<file path="config.mk">
export PLATFORM = sky130hd
export DESIGN_NAME = imem_fetch_ctrl
export DESIGN_NICKNAME = d
export VERILOG_FILES = /design/src/rtl/fetch_pkg.sv /design/src/rtl/fetch_slot.sv /design/src/rtl/imem_fetch_ctrl.sv
export SDC_FILE = /design/constraint.sdc
export NUM_CORES = 1
export LEC_CHECK = 0
export BUFFER_PORTS_ARGS = -buffer_cell sky130_fd_sc_hd__buf_2
export CORE_MARGIN = 2
export CORE_UTILIZATION = 55
export CTS_CLUSTER_SIZE = 12
export DETAILED_ROUTE_END_ITERATION = 16
export PLACE_DENSITY = 0.84
export SYNTH_ARGS = -nofsm -noshare
export SYNTH_HDL_FRONTEND = slang
export SYNTH_SLANG_ARGS = --single-unit
</file>
<file path="constraint.sdc">
create_clock -name clk -period 5.3 [get_ports clk]
set_input_delay 1.59 -clock clk [delete_from_list [all_inputs] [get_ports clk]]
set_output_delay 1.59 -clock clk [all_outputs]
set_load 0.005 [all_outputs]
</file>
<file path="src/rtl/fetch_pkg.sv">
// Shared fetch-sequencer types and constants: FSM states, halt encoding, PC step.
// No logic of its own; no latency or backpressure.
// Imported by fetch_slot and imem_fetch_ctrl.
package fetch_pkg;

    typedef enum logic [1:0] {
        FETCH = 2'd0,
        DRAIN = 2'd1,
        HALT  = 2'd2,
        FAULT = 2'd3
    } fetch_state_t;

    // CBZ XZR, #0: branches to itself forever, so it marks end of program
    localparam logic [31:0] HALT_INSN = 32'hb400001f;
    localparam logic [63:0] PC_STEP   = 64'd4;

endpackage

</file>
<file path="src/rtl/fetch_slot.sv">
// One-entry registered output slot carrying an instruction word and its PC.
// Latency: one edge from i_load to o_vld/o_dat/o_pc.
// Backpressure: the owner only loads when the slot is empty or being drained; flush wins over load.
module fetch_slot (
    input  logic        clk,
    input  logic        reset,
    input  logic        i_load,
    input  logic        i_flush,
    input  logic [31:0] i_dat,
    input  logic [63:0] i_pc,
    output logic        o_vld,
    output logic [31:0] o_dat,
    output logic [63:0] o_pc
);

    logic        r_vld;
    logic [31:0] r_dat;
    logic [63:0] r_pc;

    always_ff @(posedge clk) begin
        if (reset) begin
            r_vld <= 1'b0;
            r_dat <= 32'd0;
            r_pc  <= 64'd0;
        end else if (i_flush) begin
            r_vld <= 1'b0;
        end else if (i_load) begin
            r_vld <= 1'b1;
            r_dat <= i_dat;
            r_pc  <= i_pc;
        end
    end

    assign o_vld = r_vld;
    assign o_dat = r_dat;
    assign o_pc  = r_pc;

endmodule

</file>
<file path="src/rtl/imem_fetch_ctrl.sv">
// Fetch sequencer: owns the PC, drives imem, applies redirects, stops on halt word or bad PC.
// Latency: word at pc appears on instr one edge after pc is presented on imem_addr.
// Backpressure: instr/instr_pc held while instr_valid && !instr_ready; PC does not advance.
module imem_fetch_ctrl #(
    parameter int          DEPTH     = 64,
    parameter int          AW        = 6,
    parameter logic [31:0] HALT_INSN = fetch_pkg::HALT_INSN
) (
    input  logic          clk,
    input  logic          reset,
    output logic [AW-1:0] imem_addr,
    input  logic [31:0]   imem_q,
    input  logic          br_taken,
    input  logic [63:0]   br_target,
    output logic [31:0]   instr,
    output logic [63:0]   instr_pc,
    output logic          instr_valid,
    input  logic          instr_ready,
    output logic          halted,
    output logic          fault
);
    import fetch_pkg::*;

    localparam logic [63:0] PC_LIMIT = PC_STEP * 64'(DEPTH);

    fetch_state_t r_state;
    fetch_state_t w_state_nxt;
    logic [63:0]  r_pc;
    logic [63:0]  w_pc_nxt;
    logic         w_can_load;
    logic         w_load;
    logic         w_flush;
    logic         w_bad_target;

    assign w_can_load   = !instr_valid || instr_ready;
    // full 64-bit compare: a target with any high bit set must fault, not alias
    assign w_bad_target = (br_target[1:0] != 2'b00) || (br_target >= PC_LIMIT);

    always_comb begin
        w_state_nxt = r_state;
        w_pc_nxt    = r_pc;
        w_load      = 1'b0;
        w_flush     = 1'b0;
        case (r_state)
            FETCH: begin
                if (br_taken) begin
                    w_flush     = 1'b1;
                    w_pc_nxt    = br_target;
                    w_state_nxt = w_bad_target ? FAULT : FETCH;
                end else if (w_can_load) begin
                    if (r_pc >= PC_LIMIT) begin
                        w_flush     = 1'b1;
                        w_state_nxt = FAULT;
                    end else begin
                        w_load = 1'b1;
                        if (imem_q == HALT_INSN) begin
                            w_state_nxt = DRAIN;
                        end else begin
                            w_pc_nxt = r_pc + PC_STEP;
                        end
                    end
                end
            end
            DRAIN: begin
                if (br_taken) begin
                    w_flush     = 1'b1;
                    w_pc_nxt    = br_target;
                    w_state_nxt = w_bad_target ? FAULT : FETCH;
                end else if (instr_valid && instr_ready) begin
                    w_flush     = 1'b1;
                    w_state_nxt = HALT;
                end
            end
            HALT:    ;
            FAULT:   ;
            default: w_state_nxt = FAULT;
        endcase
    end

    always_ff @(posedge clk) begin
        if (reset) begin
            r_state <= FETCH;
            r_pc    <= 64'd0;
        end else begin
            r_state <= w_state_nxt;
            r_pc    <= w_pc_nxt;
        end
    end

    fetch_slot u_slot (
        .clk     (clk),
        .reset   (reset),
        .i_load  (w_load),
        .i_flush (w_flush),
        .i_dat   (imem_q),
        .i_pc    (r_pc),
        .o_vld   (instr_valid),
        .o_dat   (instr),
        .o_pc    (instr_pc)
    );

    assign imem_addr = r_pc[AW+1:2];
    assign halted    = (r_state == HALT);
    assign fault     = (r_state == FAULT);

endmodule

</file>
Word level (Yosys, flattened, before mapping)
Index checks and enable logic that the tools add are counted.
Widths: inputs -> output; s select.
{"block": "totals", "register_bits": 163, "in_bits": 100, "output_inout_bits": 105, "elab_cells": 54}
{"block": "classes", "n_addsub": 1, "order_cmp": 2, "n_eq_ne": 10, "n_mux": 24, "bitwise_logic": 1, "reduce_logical": 11}
{"operator": "$mux 64", "n": 5}
{"operator": "$ge 64x9->1 const B", "n": 2}
{"operator": "$pmux 64 s2", "n": 1}
{"operator": "$add 64x3->64 const B", "n": 1}
{"operator": "$eq 32x32->1 const B", "n": 1}
{"operator": "$mux 2", "n": 7}
{"operator": "$ne 3x3->1 const B", "n": 4}
{"operator": "$mux 1", "n": 9}
{"operator": "$reduce_and 5->1", "n": 1}
{"operator": "$eq 2x2->1 const B", "n": 2}
{"operator": "$ne 4x4->1 const B", "n": 1}
{"operator": "$pmux 2 s2", "n": 1}
{"operator": "$reduce_and 4->1", "n": 1}
{"operator": "$reduce_bool 2->1", "n": 2}
{"operator": "$eq 2x1->1 const B", "n": 1}
{"operator": "$logic_not 2->1", "n": 1}
{"operator": "$logic_or 1x1->1", "n": 2}
{"operator": "$ne 2x2->1 const B", "n": 1}
{"operator": "$pmux 1 s2", "n": 1}
{"operator": "$reduce_and 2->1", "n": 1}
{"operator": "$reduce_or 2->1", "n": 1}
{"operator": "$logic_and 1x1->1", "n": 1}
{"operator": "$logic_not 1->1", "n": 1}
{"operator": "$not 1->1", "n": 1}

Longest topological paths before layout
Gate-level depths: netlist of the first run.
{"block": "depth", "word_depth": 7, "mapped_depth": 9, "mapped_depth_nobuf": 7}

Hierarchy
Synthesis of the first run repeated with hierarchy kept, for this count alone.
{"block": "unflattened", "cells_unflattened": 950, "area_unflattened_um2": 8161.6}
{"module": "fetch_slot", "instances": 1, "cells_per_inst": 439, "area_per_inst_um2": 4349.2, "seq_area_each_um2": 1941.9}
{"module": "imem_fetch_ctrl", "instances": 1, "cells_per_inst": 511, "area_per_inst_um2": 3812.4, "seq_area_each_um2": 1321.3}

Worst setup path after synthesis of the first run
No wires, ideal clock.
{"block": "synth_path", "path_type": "input-to-reg", "startpoint": "in imem_q[6]", "endpoint": "reg r_pc[31]", "setup_time_ns": 0.072, "t_arrival_ns": 3.324, "required_time_ns": 5.228, "slack_ns": 1.905, "stages": 6, "path_buffers": 1, "path_cell_list": "or4b_1 -> nor4_2 -> a21oi_1 -> a21oi_2 -> buf_2 -> mux2i_1"}
{"block": "synth_via", "elab_chain_len": 3}
{"item": "start: declaration", "line_no": "imem_fetch_ctrl.sv:12", "rtl": "input logic [31:0] imem_q,"}
{"item": "$eq 32x32->1", "line_no": "imem_fetch_ctrl.sv:56", "rtl": "if (imem_q == HALT_INSN) begin"}
{"item": "$ne 3x3->1 (no source line)"}
{"item": "$reduce_and 5->1 (no source line)"}
{"item": "end signal: assignment", "line_no": "imem_fetch_ctrl.sv:86", "rtl": "r_pc <= w_pc_nxt;"}
{"item": "end: declaration", "line_no": "imem_fetch_ctrl.sv:28", "rtl": "logic [63:0] r_pc;"}
No other way between the ends.
A chain may end at the register's enable or synchronous reset.

Worst setup path in the final report of the first run
{"block": "layout_path", "startpoint": "in imem_q[6]", "endpoint": "reg r_pc[15]"}
Same word-level chain as after synthesis.

==> results of run 1 <==
## critical path: stages
cell and delay [ns]:
buf_2 0.10, or4b_1 0.56, nor4_2 0.40, a21oi_1 0.25, a21oi_4 0.62, buf_4 0.38
o31ai_1 0.12
## per-layer routing
metal | vias to the layer above | global-route usage (%) | wire length (um) | part of all wire (%)
met5 | - | 0 | 11 | 0.053
met2 | 434 | 45.0 | 9350 | 45
met3 | 65 | 9.68 | 2250 | 11
met4 | 2 | 14.0 | 684 | 3.3
li1 | 3380 | - | - | -
met1 | 3304 | 40.5 | 8630 | 41
## cell type report
class	count	share of cell area, %
Multi-Input combinational cell	577	39.6
Timing Repair Buffer	217	13.0
Sequential cell	163	37.7
Tap cell	172	2.49
Clock buffer	18	5.07
Clock inverter	14	1.62
Inverter	13	0.564
## power groups by stage
stage / Combinational [mW] / Sequential (mW) / Clock, mW
3_5_place_dp: 0.404 / 1.36 / 0
2_1_floorplan: 0.279 / 1.33 / 0
5_1_grt: 0.450 / 1.34 / 1.26
6_report: 0.416 / 1.34 / 1.19
3_3_place_gp: 0.400 / 1.36 / 0
4_1_cts: 0.405 / 1.33 / 1.20
## state kept, by name, indices dropped and copies added (netlist names)
register      count
u_slot.o_dat     32
u_slot.o_vld      1
r_state           2
r_pc             64
u_slot.o_pc      64
## cells in the final DEF (no fill, tap or decap), types with 10 or more instances in the layout
cell,n
buf_2,203
dfxtp_1,163
nand2_1,88
a21oi_1,81
nand3_1,62
and2_1,59
nor4_1,43
o21ai_1,30
o21ai_0,21
o31ai_1,20
clkbuf_16,17
nor2_1,16
nand4_1,14
buf_4,14
inv_1,11
or4_1,10
nor3_1,10
## how the worst min path moves through the flow
stage / from / endpoint / slack, ns
floorplan: r_pc[62] / r_pc[62] / 0.44
global route: u_slot.o_pc[60] / u_slot.o_pc[60] / 0.47
detailed placement: u_slot.o_pc[58] / u_slot.o_pc[58] / 0.44
CTS: r_pc[62] / r_pc[62] / 0.46
finish: u_slot.o_pc[60] / u_slot.o_pc[60] / 0.45
global placement: u_slot.o_pc[28] / u_slot.o_pc[28] / 0.44
## logic make-up (layout without fill, tap and decap cells)
family / Yosys count / in the layout
and+or+nand+nor: 351 / 351
AOI/OAI and AO/OA: 219 / 219
DFF: 163 / 163
buffers and inverters: 81 / 262
muxes: 5 / 5
adders and majority gates: 2 / 2
## stage by stage
stage | hold WS [ns] | cell area [um^2] | util, % | setup slack (ns)
floorplan | 0.436 | 7000 | - | 1.90
global placement | 0.436 | 8080 | 64.5 | 1.19
detailed placement | 0.438 | 8080 | 64.5 | 1.15
CTS | 0.456 | 8650 | 69.1 | 1.61
global route | 0.466 | 8650 | 69.1 | 1.43
finish | 0.452 | 8650 | 69.1 | 1.55
==> flow_summary.toml, run 1 <==
[run_status]
outcome = "complete, no violations"

[synth]
synth_top_area_share_pct = 46.6
yosysMostFrequentCell = "dfxtp_1"
yosys-top-cells-count = "dfxtp_1 (163), nand2_1 (88), a21oi_1 (82), nand3_1 (62), and2_1 (59)"
yosysSeqAreaShare_pct = 46.6
synth_warnings = 0
ys_seq_elements = 163
synth_top_family_by_area = "simple AND/OR/NAND/NOR gates"
syn_area_mm2 = 0.00700
synthMuxAreaShare_pct = 0.715
synth-async-reset-ratio_pct = 0
ys_top_cells_by_area = "dfxtp_1 (47%), a21oi_1 (5.9%), and2_1 (5.3%)"
synthFlopType = "dfxtp_1"
synthAdderAreaFrac_pct = 0.358
synth_area_per_cell_um2 = 8.53
synth_edf_count = 0
yosysTopAreaCell = "dfxtp_1"
synth_simple_gate_area_share_pct = 27.5
syn-num-nets = 923
synth_compound_area_share_pct = 20.0
syn_inst = 821
synth_cell_type_count = 62
synth_xor_area_share_pct = 0

[floorplanning]
fp.dieH_um = 117
die-area_mm2 = 0.0136
ios = 205
rows = 41
dieWidth_um = 117
design.core.area_mm2 = 0.0125
start_util_pct = 55.9

[global_routing]
grt_pass1_wl_um = 32200
gr-total-overflow = 0
antenna_found_initial = 1
first_global_vias = 6407
track_usage_pct = 30.3
grt_max_degree = 98

[routing]
drtPass1Iterations = 6
routed_wl_um = 20900
wl_per_cell_um = 17.8
postRouteAntennaNets = 0
dr.first_iter.drc_count = 1046
vias = 7185
via_per_inst = 6.12
drc = 0

[timing]
finalCriticalPeriod_ns = 3.75
clock_skew_ns = 0.0104
setup_viol = 0
rsz0062_at_grt = "false"
maxSlewViolCount = 0
tns_ns = 0
slew_headroom_pct = 28.0
hold_violations = 0
tightestPinTransition_ns = 1.08
period_share_pct = 70.7
fmax_mhz = 267

[setup_path]
endpoint_kind = "register"
crit_start = "imem_q[6]"
crit_fanout = 19
r2r_slack_ns = 2.35
r2r_cells = 7
r2r-start = "r_pc[36]"
crit_type = "input pin to register"
crit_end = "r_pc[15]"
cp-start-kind = "input pin"
arrival_ns = 4.02
worstPathRequired_ns = 5.58
r2r-end = "r_pc[2]"

[job]
cap_violations = 0

[final_layout]
nNetsFinal = 1091
fillers = 1050
final_layout_size_suffix_gt1_share_pct = 26.5
syn2layout_area_growth_pct = 23.7
multi_input_area_mm2 = 0.00343
insertedDiodeCount = 0
register_area_mm2 = 0.00326
stdcell_count = 1174

[power_and_ir_drop]
pwr-share-seq_pct = 45.4
intPower_mw = 2.05
power_mw = 2.95
p_clk_share_pct = 40.5
p_leak_nw = 3.48
p_sw_mw = 0.893
sw_frac_of_total_pct = 30.3
power_per_cell_area_mw_per_mm2 = 340
power_frac_comb_pct = 14.1
vdd_drop_max_v = 0.000244

[placed_design]
placed_cells = 1142
hpwl_um = 14300
place_congestion = 0.977
portBuffers = 204

[clock_network]
postCtsHoldBufs = 0
numCtsBuffers = 17
cts_max_level = 4
cts_tree = "built"
clk_latency_ns = 0.43
root_buffer = "clkbuf_16"
path_clk_slew_ns = 0.07
cts_resized = 0
post_cts.repair.setup_buffers = 0
clockBufferDepth = 2
cts_sinks = 163

[min_path]
hold_class = "register to register"
min_path_cells = 1
Power figures use the tool's default switching activity.
==> inputs of run 2 (changes only) <==
--- a/config.mk
+++ b/config.mk
@@ -7,10 +7,10 @@
 export LEC_CHECK = 0
 export BUFFER_PORTS_ARGS = -buffer_cell sky130_fd_sc_hd__buf_2
 export CORE_MARGIN = 2
-export CORE_UTILIZATION = 55
+export CORE_UTILIZATION = 52
 export CTS_CLUSTER_SIZE = 12
 export DETAILED_ROUTE_END_ITERATION = 16
-export PLACE_DENSITY = 0.84
+export PLACE_DENSITY = 0.8
 export SYNTH_ARGS = -nofsm -noshare
 export SYNTH_HDL_FRONTEND = slang
 export SYNTH_SLANG_ARGS = --single-unit
==> constraint.sdc (replaced) <==
create_clock -name clk -period 3.7 [get_ports clk]
set_input_delay 1.11 -clock clk [delete_from_list [all_inputs] [get_ports clk]]
set_output_delay 1.11 -clock clk [all_outputs]
set_load 0.005 [all_outputs]
==> run 2 against run 1 <==
Worst setup slack worse by 0.72 ns. First-iteration DRC count shrank 12%. Hold slack better by 0.0022 ns. Core utilization decreased by 3.2 points. Register-to-register slack got worse by 1.5 ns. Critical path depth is 2 lower. Sequential power grew 43%. Combinational power increased by 46%. Power up 45%. Global-route usage fell by 0.61 points. Die area up 5.6%. Critical path type is now register to register. Critical endpoint is now r_state[1].
==> flow_summary.toml, run 2 (synthesis gave the netlist of run 1 again) <==
[timing]
period_share_pct = 77.6
maxSlewViolCount = 0
setup_viol = 0
fmax_mhz = 348
tns_ns = 0
rsz0062_at_grt = "false"
slew_headroom_pct = 43.8
clock_skew_ns = 0.00777
tightestPinTransition_ns = 0.837
hold_slack_ns = 0.455
setup_ws_ns = 0.830
hold_violations = 0
finalCriticalPeriod_ns = 2.87

[placed_design]
portBuffers = 204
post-place-ws_ns = 0.408
place_congestion = 0.935
place_area_mm2 = 0.00811
hpwl_um = 14800

[final_layout]
syn2layout_area_growth_pct = 24.2
final_layout_size_suffix_gt1_share_pct = 26.7
nNetsFinal = 1095
final_cell_mix = "buf_2 (203), dfxtp_1 (163), nand2_1 (88)"
fillers = 1160
postLayoutCellArea_mm2 = 0.00869
insertedDiodeCount = 0
final_common_cell = "buf_2"

[setup_path]
crit_fanout = 20
worstPathRequired_ns = 3.98
r2r_slack_ns = 0.83
crit_chain = "nor4_1 > nand4_1 > or4_1 > o41ai_1 > o32ai_1"
slowest_stage = "or4_1"
endpoint_kind = "register"
cp-start-kind = "register"
crit_type = "register to register"
r2r-end = "r_state[1]"
r2r_cells = 5
arrival_ns = 3.15
cpPeakStageDelay_ns = 0.88
r2r-start = "r_pc[25]"

[min_path]
holdCritStartpoint = "u_slot.o_pc[19]"
min_path_cells = 1
hold_end = "u_slot.o_pc[19]"
hold_class = "register to register"

[routing]
postRouteAntennaNets = 0
dr.first_iter.drc_count = 921
via_per_inst = 5.96
vias = 7041
drc = 0
drtPass1Iterations = 5
routed_wl_um = 21300
wl_per_cell_um = 18.0

[clock_network]
cts_sinks = 163
numCtsBuffers = 17
clk_latency_ns = 0.43
postCtsHoldBufs = 0
post_cts.repair.setup_buffers = 0
path_clk_slew_ns = 0.06
clockBufferDepth = 2
cts_resized = 0
cts_max_level = 4
root_buffer = "clkbuf_16"
cts_tree = "built"

[floorplanning]
start_util_pct = 53.1
fp.dieH_um = 120
die-area_mm2 = 0.0144
ios = 205
dieWidth_um = 120
rows = 42
design.core.area_mm2 = 0.0132

[run_status]
outcome = "complete, no violations"

[global_routing]
track_usage_pct = 29.7
gr-total-overflow = 0
grt_pass1_wl_um = 34000
antenna_found_initial = 0
grt_max_degree = 57
first_global_vias = 6592

[power_and_ir_drop]
p_leak_nw = 3.50
vdd_drop_max_v = 0.000352
power_per_cell_area_mw_per_mm2 = 491

[job]
cap_violations = 0
run 2: cell count changes in the layout (fill, tap and decap cells not counted):
cell	delta
inv_6	+2
inv_8	-1
buf_4	+4
clkbuf_1	+1
clkinv_2	-1
bufinv_16	+1
clkinv_8	-2
run 2: worst max path at each step:
stage | start | slack [ns] | to | cells after the start
2_1_floorplan | imem_q[6] | 0.78 | r_pc[31] | 6
5_1_grt | r_pc[25] | 0.71 | u_slot.o_dat[16] | 6
3_5_place_dp | imem_q[6] | 0.41 | r_pc[25] | 7
4_1_cts | imem_q[6] | 0.84 | r_pc[63] | 7
6_report | r_pc[25] | 0.83 | r_state[1] | 5
3_3_place_gp | imem_q[6] | 0.44 | r_pc[25] | 7
run 2: worst max-delay path: cells and delay by family (launching register included):
kind,cells,cell delay [ns]
simple gates,3,1.71
compound gates,2,0.66
flops,1,0.36
run 2: where the power goes:
group / internal [mW] / leakage [nW] / switching, mW
combinational: 0.212 / 1.89 / 0.394
clock: 0.972 / 0.289 / 0.773
sequential: 1.82 / 1.32 / 0.0953
total: 3.01 / 3.50 / 1.26
run 2: metrics by stage:
step	power, mW	utilization (%)	std cells
2_1_floorplan	2.31	-	821
3_3_place_gp	2.54	61.5	1150
3_5_place_dp	2.55	61.5	1150
4_1_cts	4.27	65.9	1182
5_1_grt	4.43	65.9	1182
6_report	4.27	65.9	1182
run 2: layout make-up:
type	instances	area, um^2	area share, %
multi-input cells	577	3430	39.4
flip-flops and latches	163	3260	37.5
repair buffers	221	1150	13.2
clock buffers	19	443	5.10
well taps	176	220	2.53
clock inverters	13	139	1.60
inverters	13	48.8	0.561
run 2: per-layer routing:
| metal | up-vias | track usage, % | wire, um |
|---|---|---|---|
| met1 | 3300 | 41.1 | 9430 |
| met3 | 38 | 8.75 | 1970 |
| li1 | 3377 | - | - |
| met5 | - | 0 | 0 |
| met2 | 326 | 44.2 | 9460 |
| met4 | 0 | 10.3 | 405 |
